File: src/rtl/store_align_buffer.sv
// Memory-stage store unit: aligns stores to word lanes and queues them
// in a small FIFO that drains to data memory over valid/ready.
//
// Ports:
//   clock, reset        rising-edge clock, synchronous active-low reset
//   st_valid/st_ready   store request handshake (ready = not full)
//   st_addr/st_data     byte address and right-justified store data
//   st_size             00 byte, 01 half, 10/11 word
//   dmem_wr_*           head entry: word address, lane data, byte enables
//   sb_empty, sb_count  buffer occupancy
//   misalign_trap       only with BANFF_STORE_MISALIGN_TRAP_EN defined:
//                       one-cycle pulse after a misaligned store is dropped
module store_align_buffer #(
  parameter int XLEN   = 32,
  parameter int ADDR_W = 32,
  parameter int DEPTH  = 4
) (
  input  logic                       clock,
  input  logic                       reset,
  input  logic                       st_valid,
  output logic                       st_ready,
  input  logic [ADDR_W-1:0]          st_addr,
  input  logic [XLEN-1:0]            st_data,
  input  logic [1:0]                 st_size,
  output logic                       dmem_wr_valid,
  input  logic                       dmem_wr_ready,
  output logic [ADDR_W-1:0]          dmem_wr_addr,
  output logic [XLEN-1:0]            dmem_wr_data,
  output logic [3:0]                 dmem_wr_be,
  output logic                       sb_empty,
  output logic [$clog2(DEPTH):0]     sb_count
`ifdef BANFF_STORE_MISALIGN_TRAP_EN
  ,
  output logic                       misalign_trap
`endif
);

  localparam int PW = $clog2(DEPTH);
  localparam int CW = PW + 1;

  typedef struct packed {
    logic [ADDR_W-1:0] addr;
    logic [XLEN-1:0]   data;
    logic [3:0]        be;
  } sb_entry_t;

  sb_entry_t         mem_q [DEPTH];
  sb_entry_t         mem_d [DEPTH];
  logic [PW-1:0]     wr_ptr_q, wr_ptr_d;
  logic [PW-1:0]     rd_ptr_q, rd_ptr_d;
  logic [CW-1:0]     count_q, count_d;

  logic              is_byte;
  logic              is_half;
  logic              is_word;
  logic [1:0]        off;
  sb_entry_t         new_ent;
  logic              accept;
  logic              enq;
  logic              deq;

  // ---------------- alignment ----------------
  assign off     = st_addr[1:0];
  assign is_byte = (st_size == 2'b00);
  assign is_half = (st_size == 2'b01);
  assign is_word = st_size[1];

  always_comb begin
    new_ent      = '0;
    new_ent.addr = {st_addr[ADDR_W-1:2], 2'b00};
    unique case (1'b1)
      is_byte: begin
        new_ent.be   = 4'b0001 << off;
        new_ent.data = {4{st_data[7:0]}};
      end
      is_half: begin
        new_ent.be   = off[1] ? 4'b1100 : 4'b0011;
        new_ent.data = {2{st_data[15:0]}};
      end
      is_word: begin
        new_ent.be   = 4'b1111;
        new_ent.data = st_data;
      end
      default: begin
        new_ent.be   = 4'b1111;
        new_ent.data = st_data;
      end
    endcase
  end

  // ---------------- handshakes ----------------
  assign st_ready      = (count_q < CW'(DEPTH));
  assign sb_empty      = (count_q == '0);
  assign sb_count      = count_q;
  assign dmem_wr_valid = !sb_empty;
  assign accept        = st_valid && st_ready;
  assign deq           = dmem_wr_valid && dmem_wr_ready;

`ifdef BANFF_STORE_MISALIGN_TRAP_EN
  logic misaligned;
  logic trap_q, trap_d;

  // Misaligned stores complete the handshake but never reach memory.
  assign misaligned = (is_half && off[0]) ||
                      (is_word && (off != 2'b00));
  assign enq        = accept && !misaligned;
  assign trap_d     = accept && misaligned;
  assign misalign_trap = trap_q;

  always_ff @(posedge clock) begin
    if (!reset) trap_q <= 1'b0;
    else        trap_q <= trap_d;
  end
`else
  assign enq = accept;
`endif

  // ---------------- head outputs ----------------
  // Gated by valid so the bus reads zero whenever the buffer is empty.
  always_comb begin
    dmem_wr_addr = '0;
    dmem_wr_data = '0;
    dmem_wr_be   = '0;
    if (dmem_wr_valid) begin
      dmem_wr_addr = mem_q[rd_ptr_q].addr;
      dmem_wr_data = mem_q[rd_ptr_q].data;
      dmem_wr_be   = mem_q[rd_ptr_q].be;
    end
  end

  // ---------------- next state ----------------
  always_comb begin
    mem_d    = mem_q;
    wr_ptr_d = wr_ptr_q;
    rd_ptr_d = rd_ptr_q;
    count_d  = count_q;
    if (enq) begin
      mem_d[wr_ptr_q] = new_ent;
      wr_ptr_d        = wr_ptr_q + PW'(1);
    end
    if (deq) begin
      rd_ptr_d = rd_ptr_q + PW'(1);
    end
    // enq only when not full, deq only when not empty: stays in 0..DEPTH
    count_d = count_q + CW'(enq) - CW'(deq);
  end

  always_ff @(posedge clock) begin
    if (!reset) begin
      wr_ptr_q <= '0;
      rd_ptr_q <= '0;
      count_q  <= '0;
      for (int i = 0; i < DEPTH; i++) begin
        mem_q[i] <= '0;
      end
    end else begin
      wr_ptr_q <= wr_ptr_d;
      rd_ptr_q <= rd_ptr_d;
      count_q  <= count_d;
      for (int i = 0; i < DEPTH; i++) begin
        mem_q[i] <= mem_d[i];
      end
    end
  end

endmodule

File: config.mk
export PLATFORM = sky130hd
export DESIGN_NAME = store_align_buffer
export DESIGN_NICKNAME = d
export VERILOG_FILES = /design/src/rtl/store_align_buffer.sv
export SDC_FILE = /design/constraint.sdc
export NUM_CORES = 1
export LEC_CHECK = 0
export CAP_MARGIN = 15
export CORE_MARGIN = 1.5
export CORE_UTILIZATION = 30
export DETAILED_ROUTE_END_ITERATION = 6
export GPL_TIMING_DRIVEN = 1
export PLACE_DENSITY_LB_ADDON = 0.2
export SLEW_MARGIN = 5
export SYNTH_ARGS = -nofsm -noshare
export SYNTH_HDL_FRONTEND = slang
export SYNTH_SLANG_ARGS = --single-unit
File: constraint.sdc
create_clock -name clock -period 3.16 [get_ports clock]
set_input_delay 0.632 -clock clock [delete_from_list [all_inputs] [get_ports clock]]
set_output_delay 0.632 -clock clock [all_outputs]
set_load 0.05 [all_outputs]
# Yosys cells after proc, flatten, opt, wreduce, memory -nomap -nowiden
# Cells that the tools add are included.
[op_classes]
add_sub_neg = 4
order_cmp = 4
n_eq_ne = 1
n_shift = 1
n_mux = 11
n_bitwise = 2
reduce_logical = 6
[ops]
columns = ["operator", "n"]
rows = [
  ["$bwmux W272", 1],
  ["$mux W68", 3],
  ["$bmux W68 S2", 1],
  ["$demux W68 S2", 1],
  ["$pmux W36 S2", 1],
  ["$mux W32", 2],
  ["$mux W4", 2],
  ["$ge A3 B3 Y1 const B", 2],
  ["$not A2 Y3", 2],
  ["$add A2 B1 Y2 const B", 2],
  ["$shl A1 B2 Y4 const A", 1],
  ["$add A3 B1 Y3", 1],
  ["$logic_and A1 B1 Y1", 3],
  ["$logic_not A3 Y1", 1],
  ["$lt A3 B1 Y1 const B", 1],
  ["$lt A3 B3 Y1 const B", 1],
  ["$sub A3 B1 Y3", 1],
  ["$eq A2 B1 Y1 const B", 1],
  ["$logic_not A2 Y1", 1],
  ["$logic_not A1 Y1", 1],
]
[totals]
register_bits = 279
inputBits = 70
output_inout_bits = 74

# Depth between registers and ports, before layout
# Gate-level depths: netlist (run 1).
[depth]
depth_word = 6
mapped_depth = 11
ltp_nobuf = 10

# Least setup slack after synthesis (run 1)
# Ideal clock, no wire load.
[synth_path]
kind = "register to output"
from = "register count_q[1] (netlist: sb_count[1])"
to = "output dmem_wr_addr[25]"
t_arrival_ns = 2.096
t_required_ns = 2.528
setup_slack_ns = 0.432
path_stages_with_launch = 5
path_buffers = 2
cell_sequence = "dfxtp_1 or3_1 buf_2 clkbuf_1 and2_1"
[synth_via]
elab_chain_cells = 2
[synth_lines]
columns = ["element", "line", "source"]
rows = [
  ["start, declared", "51", "logic [CW-1:0] count_q, count_d;"],
  ["start signal, assigned", "159", "count_q <= count_d;"],
  ["$logic_not A3 Y1", "93", "assign sb_empty = (count_q == '0);"],
  ["$mux W32", "124", "if (dmem_wr_valid) begin"],
  ["end, declared", "27", "output logic [ADDR_W-1:0] dmem_wr_addr,"],
]
# Every way passes these cells.

# Worst setup path in the final report (run 1)
[layout_path]
from = "register rd_ptr_q[1]"
to = "output dmem_wr_addr[19]"
[layout_via]
elab_chain_cells = 5
[layout_lines]
columns = ["element", "line", "source"]
rows = [
  ["start, declared", "50", "logic [PW-1:0] rd_ptr_q, rd_ptr_d;"],
  ["start signal, assigned", "158", "rd_ptr_q <= rd_ptr_d;"],
  ["$not A2 Y3 (implied by the code)", "125", "dmem_wr_addr = mem_q[rd_ptr_q].addr;"],
  ["$bmux W68 S2", "125", ""],
  ["$mux W68 (2 in a row)", "-", ""],
  ["$mux W32", "124", ""],
]
# Every way passes these cells. The select of a mux whose other input is x is not followed.

==> reports/metrics.cfg, run 1 <==
[status]
status=complete, no violations

[setup_path]
ff2ff_path_depth=10
cp-end-kind=output pin
r2r_start=sb_count[1]
rrSetupSlack_ns=0.66
critPathLaunchType=flop
arrival_ns=2.46
worstPathMaxFanout=11
worstPathRequired_ns=2.53
timing.rr.end=sb_count[2]
worst-setup-path-type=reg -> out
startpoint=rd_ptr_q[1]

[floorplan]
core_area_mm2=0.0407
chipHeight_um=206
io_pins=144
start_util_pct=30.3
num_rows=74
die_area_mm2=0.0424
die_x_um=206

[pwr]
switchingPower_mw=3.76
combPwrFrac_pct=30.9
p_clk_share_pct=33.1
power_density_mw_per_mm2=725
p_int_mw=7.20
p_leak_nw=5.81
vdd_drop_max_mv=0.445
seqPwrFrac_pct=36.0
switching_share_pct=34.3

[yosys]
yosysUniqueCellTypes=33
yosys.area_share.simple_pct=16.7
yosys_warnings=0
synthMuxAreaShare_pct=14.1
synthAdderAreaFrac_pct=0.770
synth_ff_type=dfxtp_1
synth_top_family_by_area=compound AO/OA/AOI/OAI gates
synth_edf_count=0
synth_compound_area_share_pct=17.8
synth_common_cells=nand2_1 (338), dfxtp_1 (271), a21boi_0 (152), o21ai_0 (82), and2_1 (70)
synth_top_cell_area_share_pct=43.9
post-synth-top-count-cell=nand2_1
syn_inst=1291
synth.area.top_cells=dfxtp_1 (44%), mux4_2 (12%), nand2_1 (10%)
async_flop_share_pct=0
synth_top_area_cell=dfxtp_1
synth-seq-cells=271
synth.avg_cell_area_um2=9.57
synth_area_mm2=0.0124
yosysSeqAreaShare_pct=43.9
synthXorXnorAreaFrac_pct=0.213

[finish]
ff_latch_area_mm2=0.00543
post-route-util_pct=37.1
fillers=4182
drive_above_1_share_pct=16.1
nets=1466
multi_input_area_mm2=0.00616
n_antenna_cell=0
area_growth_pct=22.5

[grt]
grt_pass1_wl_um=55100
grt_pass1_vias=9374
grt-ovfl-total=0
grt_usage_pct=16.8
antenna_found_initial=0
grt_max_degree=116

[timing]
skew_ns=0.0280
max_freq_mhz=324
worst_pin_slew_ns=0.578
hold_viol=0
setup_viol=0
rsz0062_at_grt=false
fin_setup_tns_ns=0
finalCritPeriodShare_pct=97.8
fin_crit_ns=3.09
setup_slack_ns=0.0699
maxSlewViolCount=0
max_slew_margin_pct=61.2

[placement]
pre_cts_ws_ns=0.374
gp_congestion=0.732
port_buffers=141
dp_hpwl_um=22100

[clocking]
cts_tree=built
cts_root_buf=clkbuf_16
clock_latency_ns=0.58
numCtsBuffers=31
h-tree-depth=1
path_clk_slew_ns=0.06
cts.sinks=271
cts_buffer_depth=3

[flow_run]
cap_violations=0

[routing]
vias_per_cell=4.83
drt-wirelength-per-cell_um=18.2
drcViolationCount=0
first_pass_iters=5
drt_iter0_markers=485
antenna_left=0
drt_wl_total_um=35400
dr_total_vias=9390

[hold_path]
holdPathEnd=mem_q[44]
worstHoldStart=mem_q[44]
holdPathStages=2
hold_class=reg -> reg

flip-flops by register name, indices dropped and copies added (netlist names):
register and count:
sb_count 3, rd_ptr_q 2, mem_q 264, wr_ptr_q 2
cell families (layout without fill, tap and decap cells):
kind of cell / count (synthesis) / after routing
AND/OR/NAND/NOR: 465 / 465
AO/OA/AOI/OAI: 327 / 327
flip-flops: 271 / 271
buffers and inverters: 126 / 248
multiplexers: 91 / 91
adder cells (fa/ha/maj): 7 / 7
XOR/XNOR: 3 / 3
other: 1 / 2
layout by cell type (no fill, tap or decap), drive strengths merged:
master,instances
clkbuf,50
a21oi,52
mux2i,17
conb,2
dlygate4sd2,8
clkinv,5
inv,8
mux4,66
o21ai,82
nor2b,2
nand3b,4
nand2b,10
nand3,32
bufinv,2
fa,1
dfxtp,271
o211a,32
buf,92
o211ai,8
or2,1
and3b,4
xnor2,3
and2,70
nand4b,1
ha,6
clkdlybuf4s50,77
dlymetal6s2s,6
a21boi,153
or3,2
mux2,8
nand2,338
nor2,1
worst max-delay path by stage:
stage / end / slack (ns) / cells past startpoint
6_report: dmem_wr_addr[19] / 0.07 / 4
5_1_grt: dmem_wr_addr[14] / 0.005 / 4
4_1_cts: dmem_wr_addr[29] / 0.01 / 4
3_5_place_dp: sb_count[2] / 0.37 / 10
3_3_place_gp: sb_count[2] / 0.38 / 10
2_1_floorplan: dmem_wr_addr[25] / 0.43 / 4
layout make-up:
class                      instances  share of cell area (%)
clock inverter                     8                   0.620
timing repair buffer             183                    12.0
inverter                           7                   0.174
multi-input combinational        895                    40.7
sequential                       271                    35.9
tap                              532                    4.40
clock buffer                      50                    6.26
power groups by stage:
stage | Combinational [mW] | Sequential [mW] | Clock (mW)
after CTS | 3.45 | 3.95 | 3.74
after floorplan | 2.39 | 3.98 | 0
final | 3.38 | 3.95 | 3.63
after global placement | 3.40 | 4.03 | 0
after global routing | 3.67 | 3.99 | 3.88
after detailed placement | 3.41 | 4.04 | 0
stage by stage:
step                      hold slack [ns]  instances  power [mW]  area (um^2)
after floorplan                     0.438       1292        6.37        12400
after global placement              0.445       1885        7.42        14000
after detailed placement            0.456       1885        7.45        14000
after CTS                           0.464       1946        11.1        15100
after global routing                0.476       1946        11.5        15100
final                               0.459       1946        11.0        15100
repair_timing:
action / in CTS / in global routing
buffers inserted: 3 / 0
setup endpoints to repair: 60 / 10
hold buffers: 0 / 0
gates resized for setup: 11 / 7
routing by layer:
metal	GRT usage, %	share of wire, %
met3	2.96	4.6
met2	27.4	45
met1	23.3	49
met4	3.16	1.3
met5	0	0
critical path: stages, from the launching register on:
cell and delay, ns:
dfxtp_4 0.39, buf_12 0.16, mux4_2 0.49, and2_1 0.16
clkdlybuf4s50_1 0.69
Note: power is estimated with default switching activity, not from simulation.
==> inputs of run 2 (changes only) <==
--- a/config.mk
+++ b/config.mk
@@ -9,7 +9,7 @@
 export CORE_MARGIN = 1.5
 export CORE_UTILIZATION = 30
 export DETAILED_ROUTE_END_ITERATION = 6
-export GPL_TIMING_DRIVEN = 1
+export GPL_TIMING_DRIVEN = 0
 export PLACE_DENSITY_LB_ADDON = 0.2
 export SLEW_MARGIN = 5
 export SYNTH_ARGS = -nofsm -noshare
==> constraint.sdc (replaced) <==
create_clock -name clock -period 3.8 [get_ports clock]
set_input_delay 0.76 -clock clock [delete_from_list [all_inputs] [get_ports clock]]
set_output_delay 0.76 -clock clock [all_outputs]
set_load 0.05 [all_outputs]
==> run 2 against run 1 <==
Total power is 13% lower. Non-clock buffer count is 75 higher. Clock power is 12% lower. Global-route usage is 2.5 points higher. Hold slack better by 0.0013 ns. Count of clock-buffer cells in the layout is 5 lower. Core utilization is 0.96 points higher. First-iteration DRC count is 53% higher. Critical path depth is 1 higher. Combinational power is 8.0% lower. Clock skew is 0.016 ns lower. Critical path type unchanged. Critical endpoint is now dmem_wr_data[15].
==> reports/metrics.cfg, run 2 (synthesized netlist as in run 1, its figures left out) <==
[floorplan]
start_util_pct=30.3
num_rows=74
chipHeight_um=206
die_area_mm2=0.0424
die_x_um=206
core_area_mm2=0.0407
io_pins=144

[hold_path]
hold_class=reg -> reg
holdPathStages=2

[timing]
skew_ns=0.0120
finalCritPeriodShare_pct=95.3
max_slew_margin_pct=56.2
maxSlewViolCount=0
fin_crit_ns=3.62
hold_viol=0
fin_setup_tns_ns=0
max_freq_mhz=276
setup_viol=0
worst_pin_slew_ns=0.639
rsz0062_at_grt=false

[routing]
drt_wl_total_um=41000
drt-wirelength-per-cell_um=20.3
routed-wl-met2_um=18800
drt-met1-wl_um=19000
drcViolationCount=0
first_pass_iters=6
vias_per_cell=5.03
top_layer_used=met4
drt_iter0_markers=741
dr_total_vias=10142
wl_met3_um=2360
antenna_left=0

[setup_path]
critPathLaunchType=flop
worstPathMaxFanout=10
cp-end-kind=output pin
worst-setup-path-type=reg -> out
ff2ff_path_depth=11
worstPathRequired_ns=3.04
arrival_ns=2.86

[finish]
ff_latch_area_mm2=0.00543
mostFrequentLayoutCell=nand2_1
multi_input_area_mm2=0.00614
area_growth_pct=25.6
top_register=mem_q
nets=1541
final_cell_mix=nand2_1 (338), dfxtp_1 (271), a21boi_0 (152)
n_antenna_cell=0
drive_above_1_share_pct=14.7
fillers=4138
final_area_mm2=0.0155
largest_reg_flops=264

[clocking]
cts_root_buf=clkbuf_16
cts.sinks=271
cts_hold_buf=0
cts_buffer_depth=3
cts_setup_buffers=0
numCtsBuffers=31
cts_tree=built
path_clk_slew_ns=0.06
h-tree-depth=1
clock_latency_ns=0.55

[pwr]
p_leak_nw=5.78
vdd_drop_max_mv=0.378
power_density_mw_per_mm2=616

[flow_run]
cap_violations=0

[status]
status=complete, no violations

[grt]
grt_max_degree=15
antenna_found_initial=0
grt-ovfl-total=0
grt_usage_pct=19.3
grt_pass1_wl_um=61900
grt_pass1_vias=9970

[placement]
port_buffers=139
dpl_cell_area_mm2=0.0144
gp_congestion=0.792
dp_hpwl_um=28600

## run 2: path summary, 6_finish.rpt
| path | from | endpoint | slack, ns |
|---|---|---|---|
| worst max register to register | sb_count[2] | sb_count[2] | 1.26 |
| worst max-delay path | sb_count[1] | dmem_wr_data[15] | 0.18 |
| worst min-delay path | mem_q[115] | mem_q[115] | 0.46 |
| worst min register to register | mem_q[115] | mem_q[115] | 0.46 |
## run 2: power breakdown
group          leakage, nW  switching, mW  total (mW)  internal (mW)
logic                 3.03           1.95        3.11           1.16
registers             2.20          0.148        3.26           3.11
clock network        0.547           1.21        3.19           1.99
total                 5.78           3.31        9.56           6.25
## run 2: metrics by stage
stage	worst slack (ns)	hold slack [ns]	total power, mW	utilization [%]	std cells
finish	0.178	0.460	9.56	38.1	2018
global route	0.00764	0.480	9.98	38.1	2018
CTS	0.00102	0.464	9.65	38.1	2018
detailed placement	0.586	0.456	6.46	35.4	1963
global placement	0.565	0.447	6.44	35.4	1963
floorplan	0.944	0.438	5.30	-	1292
## run 2: layout make-up
type | count | area share (%)
plain buffers | 119 | 4.97
clock buffers | 45 | 6.11
flip-flops and latches | 271 | 35.0
repair buffers | 139 | 8.96
multi-input cells | 895 | 39.5
clock inverters | 10 | 1.01
well taps | 532 | 4.29
inverters | 7 | 0.169
## run 2: per-layer routing
metal	up-vias	global-route usage, %
li1	4790	-
met5	-	0
met3	63	2.63
met4	0	4.43
met1	4961	27.1
met2	328	31.5
## run 2: worst max-delay path: stages, from the launching register on
cell and delay, ns:
dfxtp_1 0.45, or3_1 0.16, buf_2 0.20, clkbuf_1 0.47, and2_1 0.23, clkdlybuf4s50_1 0.80
## run 2: timing repair
action                                  CTS  global route
endpoints found under the setup margin    2             5
hold endpoints to repair                  0             0
resized for setup                         1             2
